<file path="src/rtl/fwd_hazard_unit_pkg.sv">
// Shared types for the forwarding / load-use hazard unit: write-enable encoding,
// stall FSM states and the legacy two-stage forwarding source encoding.
package fwd_hazard_unit_pkg;

  typedef enum logic {
    MEM_NO_WRITE = 1'b0,
    MEM_WRITE    = 1'b1
  } mem_write_signal;

  localparam int DEFAULT_NUM_FWD_STAGES = 2;
  localparam int FWD_SEL_W = $clog2(DEFAULT_NUM_FWD_STAGES + 1);

  typedef enum logic {
    IDLE  = 1'b0,
    STALL = 1'b1
  } fwd_state_t;

  // Select encoding used by the original two-stage (MEM/WB) forwarding unit.
  typedef enum logic [FWD_SEL_W-1:0] {
    FROM_DECODE = 2'd0,
    FROM_MEM    = 2'd1,
    FROM_WB     = 2'd2
  } forwarding_data_source;

endpackage

</file>
<file path="src/rtl/fwd_port_select.sv">
// Forwarding source select for one EX operand port: the youngest writing stage
// whose destination matches wins; ZERO_REG is never forwarded.
module fwd_port_select
  import fwd_hazard_unit_pkg::*;
#(
  parameter int ADDR_WIDTH     = 5,
  parameter int NUM_FWD_STAGES = 2,
  parameter int ZERO_REG       = 31,
  parameter int SEL_W          = 2
) (
  input  logic            [ADDR_WIDTH-1:0]                     src_addr_i,
  input  logic            [NUM_FWD_STAGES-1:0][ADDR_WIDTH-1:0] stage_dest_i,
  input  mem_write_signal [NUM_FWD_STAGES-1:0]                 stage_write_en_i,
  output logic            [SEL_W-1:0]                          sel_o
);

  // NOTE: every output of a combinational block gets a default first, so no
  // path through the block leaves it unassigned and no latch is inferred.
  always_comb begin
    sel_o = '0;
    // Walk from oldest to youngest so the lowest matching index is written last.
    for (int k = NUM_FWD_STAGES - 1; k >= 0; k--) begin
      if (stage_write_en_i[k] == MEM_WRITE && stage_dest_i[k] == src_addr_i) begin
        sel_o = SEL_W'(k + 1);
      end
    end
    if (src_addr_i == ADDR_WIDTH'(ZERO_REG)) begin
      sel_o = '0;
    end
  end

endmodule

</file>
<file path="src/rtl/fwd_hazard_unit.sv">
// Operand forwarding for NUM_SRC ports plus a load-use stall controller.
// Optional saturating statistics counters are built when FWD_HAZARD_STATS_EN is defined.
module fwd_hazard_unit
  import fwd_hazard_unit_pkg::*;
#(
  parameter int ADDR_WIDTH        = 5,
  parameter int NUM_SRC           = 2,
  parameter int NUM_FWD_STAGES    = 2,
  parameter int LOAD_STALL_CYCLES = 1,
  parameter int ZERO_REG          = 31,
  parameter int STAT_WIDTH        = 32,
  localparam int SEL_W            = $clog2(NUM_FWD_STAGES + 1)
) (
  input  logic                                         clk_i,
  input  logic                                         rst_n_i,
  input  logic            [NUM_SRC-1:0][ADDR_WIDTH-1:0]        ex_src_addr_i,
  input  logic            [NUM_FWD_STAGES-1:0][ADDR_WIDTH-1:0] stage_dest_i,
  input  mem_write_signal [NUM_FWD_STAGES-1:0]                 stage_write_en_i,
  input  logic            [NUM_SRC-1:0][ADDR_WIDTH-1:0]        id_src_addr_i,
  input  logic            [NUM_SRC-1:0]                        id_src_valid_i,
  input  logic            [ADDR_WIDTH-1:0]                     ex_dest_i,
  input  logic                                                 ex_is_load_i,
  input  mem_write_signal                                      ex_write_en_i,
  input  logic                                                 flush_i,
  output logic            [NUM_SRC-1:0][SEL_W-1:0]             fwd_sel_o,
  output logic                                                 stall_o,
  output logic                                                 bubble_o
`ifdef FWD_HAZARD_STATS_EN
  ,
  output logic            [STAT_WIDTH-1:0]                     stall_cnt_o,
  output logic            [STAT_WIDTH-1:0]                     fwd_cnt_o
`endif
);

  localparam int CNT_W = $clog2(LOAD_STALL_CYCLES + 1);

  if (LOAD_STALL_CYCLES < 1 || STAT_WIDTH < 1) begin : g_bad_cfg
    $error("fwd_hazard_unit: LOAD_STALL_CYCLES and STAT_WIDTH must be at least 1");
  end

  // ---------------- forwarding ----------------
  for (genvar p = 0; p < NUM_SRC; p++) begin : g_port
    fwd_port_select #(
      .ADDR_WIDTH    (ADDR_WIDTH),
      .NUM_FWD_STAGES(NUM_FWD_STAGES),
      .ZERO_REG      (ZERO_REG),
      .SEL_W         (SEL_W)
    ) u_sel (
      .src_addr_i      (ex_src_addr_i[p]),
      .stage_dest_i    (stage_dest_i),
      .stage_write_en_i(stage_write_en_i),
      .sel_o           (fwd_sel_o[p])
    );
  end

  // ---------------- load-use detection ----------------
  logic hazard;

  always_comb begin
    hazard = 1'b0;
    if (ex_is_load_i && ex_write_en_i == MEM_WRITE &&
        ex_dest_i != ADDR_WIDTH'(ZERO_REG)) begin
      for (int p = 0; p < NUM_SRC; p++) begin
        if (id_src_valid_i[p] && id_src_addr_i[p] == ex_dest_i) begin
          hazard = 1'b1;
        end
      end
    end
  end

  // ---------------- stall FSM ----------------
  fwd_state_t       state, next_state;
  logic [CNT_W-1:0] cnt, next_cnt;
  logic             stall_raw;

  // NOTE: state registers use non-blocking assignments so every flop samples
  // the pre-edge values regardless of block ordering.
  always_ff @(posedge clk_i or negedge rst_n_i) begin
    if (!rst_n_i) begin
      state <= IDLE;
      cnt   <= '0;
    end else begin
      state <= next_state;
      cnt   <= next_cnt;
    end
  end

  always_comb begin
    next_state = state;
    next_cnt   = cnt;
    stall_raw  = 1'b0;
    unique case (state)
      IDLE: begin
        stall_raw = hazard;
        if (hazard && LOAD_STALL_CYCLES > 1) begin
          next_state = STALL;
          next_cnt   = CNT_W'(LOAD_STALL_CYCLES - 1);
        end
      end
      STALL: begin
        stall_raw = 1'b1;
        next_cnt  = cnt - CNT_W'(1);
        if (cnt == CNT_W'(1)) begin
          next_state = IDLE;
          next_cnt   = '0;
        end
      end
      default: begin
        next_state = IDLE;
        next_cnt   = '0;
      end
    endcase
    // A redirect cancels both the current stall and any pending sequence.
    if (flush_i) begin
      stall_raw  = 1'b0;
      next_state = IDLE;
      next_cnt   = '0;
    end
  end

  assign stall_o  = stall_raw & rst_n_i;
  assign bubble_o = stall_o;

`ifdef FWD_HAZARD_STATS_EN
  // ---------------- statistics ----------------
  logic any_fwd;
  assign any_fwd = |fwd_sel_o;

  always_ff @(posedge clk_i or negedge rst_n_i) begin
    if (!rst_n_i) begin
      stall_cnt_o <= '0;
      fwd_cnt_o   <= '0;
    end else begin
      if (stall_o && stall_cnt_o != '1) stall_cnt_o <= stall_cnt_o + STAT_WIDTH'(1);
      if (any_fwd && fwd_cnt_o != '1)   fwd_cnt_o   <= fwd_cnt_o + STAT_WIDTH'(1);
    end
  end
`endif

endmodule

</file>
<file path="config.mk">
export PLATFORM = sky130hd
export DESIGN_NAME = fwd_hazard_unit
export DESIGN_NICKNAME = d
export VERILOG_FILES = /design/src/rtl/fwd_hazard_unit_pkg.sv /design/src/rtl/fwd_port_select.sv /design/src/rtl/fwd_hazard_unit.sv
export SDC_FILE = /design/constraint.sdc
export NUM_CORES = 1
export LEC_CHECK = 0
export ABC_AREA = 1
export CORE_ASPECT_RATIO = 0.75
export CORE_MARGIN = 4
export CORE_UTILIZATION = 33
export DETAILED_ROUTE_END_ITERATION = 7
export PLACE_DENSITY = 0.87
export SLEW_MARGIN = 20
export SYNTH_ARGS = -nofsm -noshare
export SYNTH_HDL_FRONTEND = slang
export SYNTH_SLANG_ARGS = --single-unit
</file>
<file path="constraint.sdc">
create_clock -name clk_i -period 1.1 [get_ports clk_i]
set_clock_uncertainty 0.05 [all_clocks]
set_input_delay 0.11 -clock clk_i [delete_from_list [all_inputs] [get_ports clk_i]]
set_output_delay 0.11 -clock clk_i [all_outputs]
set_load 0.01 [all_outputs]
</file>
## Yosys cells after proc, flatten, opt, wreduce, memory -nomap -nowiden

Index checks and enable logic that the tools add are counted.

| storage, ports and cells | value |
|---|---|
| register bits after elaboration | 2 |
| output and inout port bits | 6 |

| operators by class | value |
|---|---|
| add/sub/neg operators | 1 |
| equality and inequality tests | 9 |
| muxes and demuxes | 17 |
| bitwise logic cells | 2 |
| reduce and logical (&&, ||, !) cells | 9 |

Operators with widths:

| operator | count |
|---|---|
| $eq A5 B5 Y1 | 6 |
| $mux W2 | 6 |
| $eq A5 B5 Y1 const B | 2 |
| $mux W1 | 10 |
| $logic_and A1 B1 Y1 | 8 |
| $ne A5 B5 Y1 const B | 1 |
| $pmux W1 S2 | 1 |
| $reduce_bool A2 Y1 | 1 |
| $and A1 B1 Y1 | 1 |
| $not A1 Y1 | 1 |
| $sub A1 B1 Y1 const B | 1 |

## Logic depth before layout (Yosys ltp)

Gate-level depths: netlist of the first run.

| depth | value |
|---|---|
| word-level depth | 8 |
| gate-level depth with buffers | 9 |
| mapped depth without buffers | 8 |

## Modules after synthesis

Synthesis of the first run repeated with hierarchy kept, for this count alone.

| second synthesis, totals | value |
|---|---|
| cells, all modules | 161 |
| area, all modules | 734.5 sq um |

Modules (own cells, without submodules):

| module | instances | cells each | area an instance (sq um) |
|---|---|---|---|
| fwd_port_select | 2 | 46 | 205.2 |
| fwd_hazard_unit | 1 | 69 | 324.1 |

## Worst setup path after synthesis of the first run

No wires, ideal clock.

| path | value |
|---|---|
| path type | input -> output |
| start | input port ex_dest_i[1] |
| end | output port stall_o |
| data arrival time | 0.835 ns |
| required time | 0.940 ns |
| path slack | 0.105 ns |
| stages on the path | 9 |
| buffers on the path | 1 |
| path through | inv_1 -> nand2_1 -> nand2_1 -> nor2_1 -> nand3_1 -> nand2_1 -> nand2_1 -> a21oi_2 -> buf_4 |

| between the ends | value |
|---|---|
| longest elaborated chain between the ends | 8 |
| elaborated cells on any way between the ends | 12 |

Ends and longest elaborated chain:

| item | RTL line | source |
|---|---|---|
| from (decl) | fwd_hazard_unit.sv:21 | `input logic [ADDR_WIDTH-1:0] ex_dest_i,` |
| $eq A5 B5 Y1 | fwd_hazard_unit.sv:64 | `if (id_src_valid_i[p] && id_src_addr_i[p] == ex_dest_i) begin` |
| $logic_and A1 B1 Y1 | fwd_hazard_unit.sv:64 |  |
| $mux W1 (2 in a row) | fwd_hazard_unit.sv:64 |  |
| $mux W1 (*) | fwd_hazard_unit.sv:61 | `if (ex_is_load_i && ex_write_en_i == MEM_WRITE &&` |
| $pmux W1 S2 (*) | fwd_hazard_unit.sv:92 | `unique case (state)` |
| $mux W1 (*) | fwd_hazard_unit.sv:114 | `if (flush_i) begin` |
| $and A1 B1 Y1 (*) | fwd_hazard_unit.sv:121 | `assign stall_o = stall_raw & rst_n_i;` |
| to (decl) | fwd_hazard_unit.sv:26 | `output logic stall_o,` |

Mark *: on every way between the ends. The rest lies on a longest branch, timed or not.

==> results of run 1 <==
## synthesized netlist by cell type (all sizes together)
library cell,count
nand4,2
a21oi,3
or2,2
nor2,21
o22ai,4
a21boi,1
nand2,46
xor2,1
nand3,6
o21ai,2
dfrtp,2
o211ai,1
nor3b,1
buf,1
nor3,4
o2111ai,2
inv,28
xnor2,5
o21a,1
## metrics by stage
stage	TNS (ps)	setup WS, ps	instance area [um2]	total power, mW
floorplan	0	105	643	0.210
global placement	-4690	-851	1240	0.441
detailed placement	-5010	-889	1240	0.453
CTS	-24.5	-12.7	1210	0.609
global route	-215	-47.8	1380	0.751
finish	0	4.01	1380	0.704
## worst paths after layout
| kind | from | end | slack, ps | depth (start not counted) |
|---|---|---|---|---|
| max | ex_src_addr_i[2] | fwd_sel_o[1] | 4 | 6 |
| min | rst_n_i | state | 120 | 2 |
| max reg2reg | state | cnt | 80 | 4 |
| min reg2reg | cnt | state | 460 | 2 |
| max in group asynchronous | rst_n_i | cnt | 780 | 2 |
| min in group clk_i | cnt | state | 460 | 2 |
## cell families (layout without fill, tap and decap cells)
kind of cell / count (synthesis) / in the layout / share of synthesized area, %
AO/OA/AOI/OAI: 14 / 14 / 14.6
AND/OR/NAND/NOR: 82 / 82 / 51.9
XOR/XNOR: 6 / 6 / 8.17
flip-flops: 2 / 2 / 7.78
buffers and inverters: 29 / 94 / 17.5
## what timing repair did
item	in CTS	in global routing
setup endpoints to repair	6	6
hold buffers	0	0
pin swaps	51	37
gates resized for setup	207	54
setup buffers	2	1
## power groups by stage
stage                     clock network [mW]  registers (mW)  logic [mW]
after detailed placement                   0          0.0749       0.378
after CTS                              0.166          0.0741       0.369
after global placement                     0          0.0749       0.366
after global routing                   0.172          0.0741       0.505
after floorplan                            0          0.0749       0.135
final                                  0.161          0.0741       0.470
## flip-flops by register name, summed over array words and instances (netlist names)
register	flops
cnt	1
state	1
## worst register-to-register path, stage by stage, from the launching register on
cell and delay [ps]:
dfrtp_1 310, inv_1 60, buf_4 130, or2_2 280, a21oi_1 120
## metal layers
| metal | GRT usage (%) | share of wire [%] | vias to the layer above |
|---|---|---|---|
| met5 | 0 | 0 | - |
| met3 | 2.52 | 7.3 | 12 |
| met4 | 7.69 | 3.7 | 0 |
| met1 | 26.6 | 38 | 469 |
| met2 | 38.8 | 51 | 61 |
| li1 | - | - | 547 |
## cell type report
| class | count | area [um2] | share of cell area (%) |
|---|---|---|---|
| Tap cell | 22 | 27.5 | 1.99 |
| Sequential cell | 2 | 50.0 | 3.62 |
| Clock buffer | 3 | 22.5 | 1.63 |
| Multi-Input combinational cell | 102 | 651 | 47.1 |
| Inverter | 28 | 118 | 8.51 |
| Timing Repair Buffer | 63 | 513 | 37.1 |
==> metrics.md, run 1 <==
| Metric | Value |
|---|---|
| TritonCTS clock tree | built |
| Tot GR Track Use | between 20% and 30% |
| Final period util | 99.6% |
| Initial Util | 35.9% |
| HP Class | in2async |
| Layout area overhead | 115% |
| Final Critical Period | 1100 ps |
| Final Hold Fails | 0 |
| DRT Pass-1 Iters | 4 |
| Vias in the first global route | 1014 |
| Max Cap Violations | 0 |
| Unique masters post-synth | 22 |
| Arrival time at the worst endpoint | 940 ps |
| Die area | 2730 um2 |
| Final setup fails | 0 |
| Non-Filler Instances | 220 |
| Max Clk Rate | 0.912 GHz |
| DP Wirelength | around 2.2 mm |
| Unrepaired setup endpoints after global routing | yes |
| Routed length per instance | 13.9 um |
| WHS | 124 ps |
| Clock Path Buffers | 2 |
| Synth warn | 0 |
| Worst Tran Pin Value | 224 ps |
| Initial antenna violation count | 0 |
| Seq pwr share | a little over a tenth |
| Clk root buf | clkbuf_4 |
| # DRC | 0 |
| Placer Congestion | 0.818 |
| Critical Path Start Type | input pin |
| Fraction of layout instances using a drive strength above 1 | 51.5% |
| Clock Latency Late Sink | roughly 220 ps |
| Ant diodes | 0 |
| Die X-Extent | between 50 and 60 um |
| Filler cells | 133 |
| Placed Cells | 214 |
| Switching pwr | 0.264 mW |
| Comb power frac | 66.7% |
| Vias | about 1100 |
| Total CTS buffers | 3 |
| Top cell type's share of synthesized area | 26.8% |
| PwrDens | 510 nW/um2 |
| Syn nets | 177 |
| Rows | 13 |
| H-Tree Depth | 1 |
| Netlist Area Pre-Place | 643 um2 |
| CP cell instances | buf_6 > or2_1 > a21oi_2 > nand4_1 > nor2_1 > buf_2 |
| WP buf/inv | 2 |
| Final Max Tran Viols | 0 |
| Status | complete, no violations |
| Max FO, Critical Path | 2 |
| Clk sink count | 2 |
| Relative slew slack | a little under nine tenths |
| Sw Ratio | between 30% and 40% |
| VDD IR-drop max | roughly 0.00054 V |
| Int Power | 0.440 mW |
| Largest net degree at the start of global routing | 5 |
| CP delay by family, top | simple AND/OR/NAND/NOR gates |
| Clk pwr share | between 20 and 25% |
| Synthesized flop and latch total | 2 |
| CP Capture Type | primary output |
| Core area | 1790 um2 |
| Sequential area share after synthesis | under 10% |
| CP max stage delay | 240 ps |
| Layout Nets | approximately 240 |
| Register clock-pin slew on the reported worst setup and hold paths | 30 ps |
| Leak | 0.756 nW |
| Worst EP required | 940 ps |
| # IOs | 50 |
| Crit path max-delay cell type | or2_1 |
| Antenna-violating nets left | 0 |
| Global-route wire length before repair | between 4 and 5 mm |
| Synth top area cells | nand2_1, inv_1, nor2_1, dfrtp_1, xnor2_1 |
| DRT Wirelength | 3.07 mm |
| Most common cell after layout, fill and taps aside | nand2_1 |
| Mean Syn Cell Area | around 4.8 um2 |
| Cell count after synthesis | 133 |
| Critical path class | in2out |
| Commonest non-fill, non-tap cells in the layout | nand2_1, buf_6, buf_2 |
| DRT iter0 DRCs | 63 |
| Cell taking the most area after synthesis | nand2_1 |
| Port Buffers | 49 |
| Final core utilization | 77.2% |
| Chip Height | 46.2 um |
| Grt ovf | 0 |
| Vias per cell | 4.95 |
(Power assumes the default switching activity.)
==> inputs of run 2 (changes only) <==
--- a/config.mk
+++ b/config.mk
@@ -6,6 +6,7 @@
 export NUM_CORES = 1
 export LEC_CHECK = 0
 export ABC_AREA = 1
+export CAP_MARGIN = 15
 export CORE_ASPECT_RATIO = 0.75
 export CORE_MARGIN = 4
 export CORE_UTILIZATION = 33
==> results of run 2 <==
Same layout as run 1: the final DEF is identical, and so are final timing and power.
==> inputs of run 3 (changes only) <==
--- a/config.mk
+++ b/config.mk
@@ -12,6 +12,7 @@
 export CORE_UTILIZATION = 33
 export DETAILED_ROUTE_END_ITERATION = 7
 export PLACE_DENSITY = 0.87
+export REMOVE_ABC_BUFFERS = 1
 export SLEW_MARGIN = 20
 export SYNTH_ARGS = -nofsm -noshare
 export SYNTH_HDL_FRONTEND = slang
==> constraint.sdc (replaced) <==
create_clock -name clk_i -period 1.06 [get_ports clk_i]
set_clock_uncertainty 0.05 [all_clocks]
set_input_delay 0.106 -clock clk_i [delete_from_list [all_inputs] [get_ports clk_i]]
set_output_delay 0.106 -clock clk_i [all_outputs]
set_load 0.01 [all_outputs]
==> run 3 against run 2 <==
The run now ends with negative setup slack left; sequential power grew 3.8%; sequential share of layout area decreased by 0.15 points; design area rose by 4.4%; wire length increased by 17%; first-iteration DRC count decreased by 13%; final cell count is 0.91% lower; utilization increased by 3.4 points; hold slack improved by 4.3 ps; register-to-register slack improved by 20 ps; via count grew 7.8%; combinational power grew 11%; count of clock-buffer cells in the layout unchanged; largest cell class unchanged; largest power group unchanged.
==> metrics.md, run 3 (synthesis results as in run 1) <==
| Metric | Value |
|---|---|
| Status | complete, but fails checks |
| Violated checks | negative setup slack |
| DRT Wirelength | 3.59 mm |
| Final setup fails | 4 |
| Ant diodes | 0 |
| CP Capture Type | primary output |
| Most common cell after layout, fill and taps aside | nand2_1 |
| Hold_buf cts | 0 |
| Critical path class | in2out |
| Register clock-pin slew on the reported worst setup and hold paths | 30 ps |
| Unrepaired setup endpoints after global routing | yes |
| Max FO, Critical Path | 4 |
| Relative slew slack | a little over four fifths |
| Antenna-violating nets left | 0 |
| Origin of the critical flop-to-flop path | cnt |
| Final core utilization | 80.6% |
| Die X-Extent | 59.0 um |
| Max Cap Violations | 0 |
| Max layer used | met4 |
| Die area | 2730 um2 |
| Global-route wire length before repair | 4.48 mm |
| VDD IR-drop max | 0.000322 V |
| # DRC | 0 |
| Largest regs | cnt x1, state x1 |
| Total CTS buffers | 3 |
| DRT Pass-1 Iters | 4 |
| Final worst slack | -128 ps |
| Layout Nets | ~240 |
| Arrival time at the worst endpoint | 1030 ps |
| HP Class | in2async |
| CP Capture Point | fwd_sel_o[1] |
| DRT iter0 DRCs | 55 |
| Worst EP required | around 900 ps |
| Vias in the first global route | 1084 |
| Final period util | 112% |
| DP Wirelength | 2.09 mm |
| Worst Tran Pin Value | 246 ps |
| H-Tree Depth | 1 |
| Non-Filler Instances | around 220 |
| Initial Util | 35.9% |
| R2R Path End | cnt |
| Layout area overhead | 124% |
| Commonest non-fill, non-tap cells in the layout | nand2_1, nor2_1, buf_4 |
| Fraction of layout instances using a drive strength above 1 | 55.6% |
| Chip Height | between 40 and 50 um |
| M1 WL | 1.21 mm |
| Worst setup path startpoint | ex_src_addr_i[4] |
| PwrDens | between 500 and 600 nW/um2 |
| Grt ovf | 0 |
| Filler cells | 121 |
| Routed met2 length | ~1.9 mm |
| Clock Path Buffers | 2 |
| Final Critical Period | 1190 ps |
| Sequential cell area | 50.0 um2 |
| Core area | 1790 um2 |
| R2R cell count | 2 |
| Final Hold Fails | 0 |
| Max Clk Rate | 0.842 GHz |
| Clk sink count | 2 |
| Clock Latency Late Sink | ~220 ps |
| Rows | 13 |
| Setup slack, reg-to-reg | 100 ps |
| DR WL met3 | 324 um |
| Routed length per instance | 16.4 um |
| Initial antenna violation count | 0 |
| Critical Path Start Type | input pin |
| Clk root buf | clkbuf_4 |
| TritonCTS clock tree | built |
| Port Buffers | 49 |
| Vias per cell | 5.39 |
| Multi-input logic area | roughly 680 um2 |
| Placed Cells | 211 |
| Placer Congestion | 0.888 |
| # IOs | 50 |
| Leak | 0.756 nW |
| Vias | 1174 |
| Final Max Tran Viols | 0 |
| Largest net degree at the start of global routing | 6 |
| Tot GR Track Use | 21.9% |
run 3: cell count changes in the layout (fill, tap and decap cells not counted), moves of 3 or more:
cell,before,now
nand2_1,42,34
buf_6,20,14
nand2_2,4,10
buf_2,19,15
buf_4,13,17
inv_1,13,9
buf_12,0,3
nor2_2,5,2
run 3: timing repair:
action	in CTS	in global routing
setup buffers	2	2
cloned	0	0
resized for setup	204	77
setup endpoints to repair	6	6
pin swaps	48	38
run 3: report_power, final:
group / internal [mW] / switching, mW
clock: 0.125 / 0.0391
combinational: 0.273 / 0.251
sequential: 0.0769 / 0.000000000000000786
total: 0.475 / 0.290
run 3: metal layers:
layer / global-route usage (%) / up-vias
li1: - / 539
met1: 24.4 / 540
met2: 38.5 / 77
met3: 5.88 / 18
met4: 11.8 / 0
met5: 0 / -
run 3: final cells by class:
type / count / share of cell area, %
inverters: 28 / 8.67
repair buffers: 61 / 37.6
well taps: 22 / 1.91
multi-input cells: 102 / 46.8
clock buffers: 3 / 1.56
flip-flops and latches: 2 / 3.47
run 3: metrics by stage:
| step | cell area (um2) | total power [mW] | setup TNS, ps | worst slack [ps] | hold slack, ps |
|---|---|---|---|---|---|
| 2_1_floorplan | 636 | 0.217 | 0 | 160 | -240 |
| 3_3_place_gp | 1210 | 0.452 | -4840 | -873 | 348 |
| 3_5_place_dp | 1210 | 0.461 | -5070 | -930 | 352 |
| 4_1_cts | 1180 | 0.621 | -66.1 | -34.1 | 115 |
| 5_1_grt | 1440 | 0.813 | -508 | -136 | 132 |
| 6_report | 1440 | 0.765 | -218 | -128 | 129 |
run 3: worst min path at each step:
stage	end	slack, ps
global route	state	130
CTS	state	110
global placement	cnt	350
finish	cnt	130
detailed placement	state	350
floorplan	cnt	-240
run 3: worst max-delay path, cell delays in order:
cell and delay (ps):
buf_2 140, nand3_1 140, nor3_2 220, nor2_1 90, nand4_1 120, nor2_1 70
buf_2 140
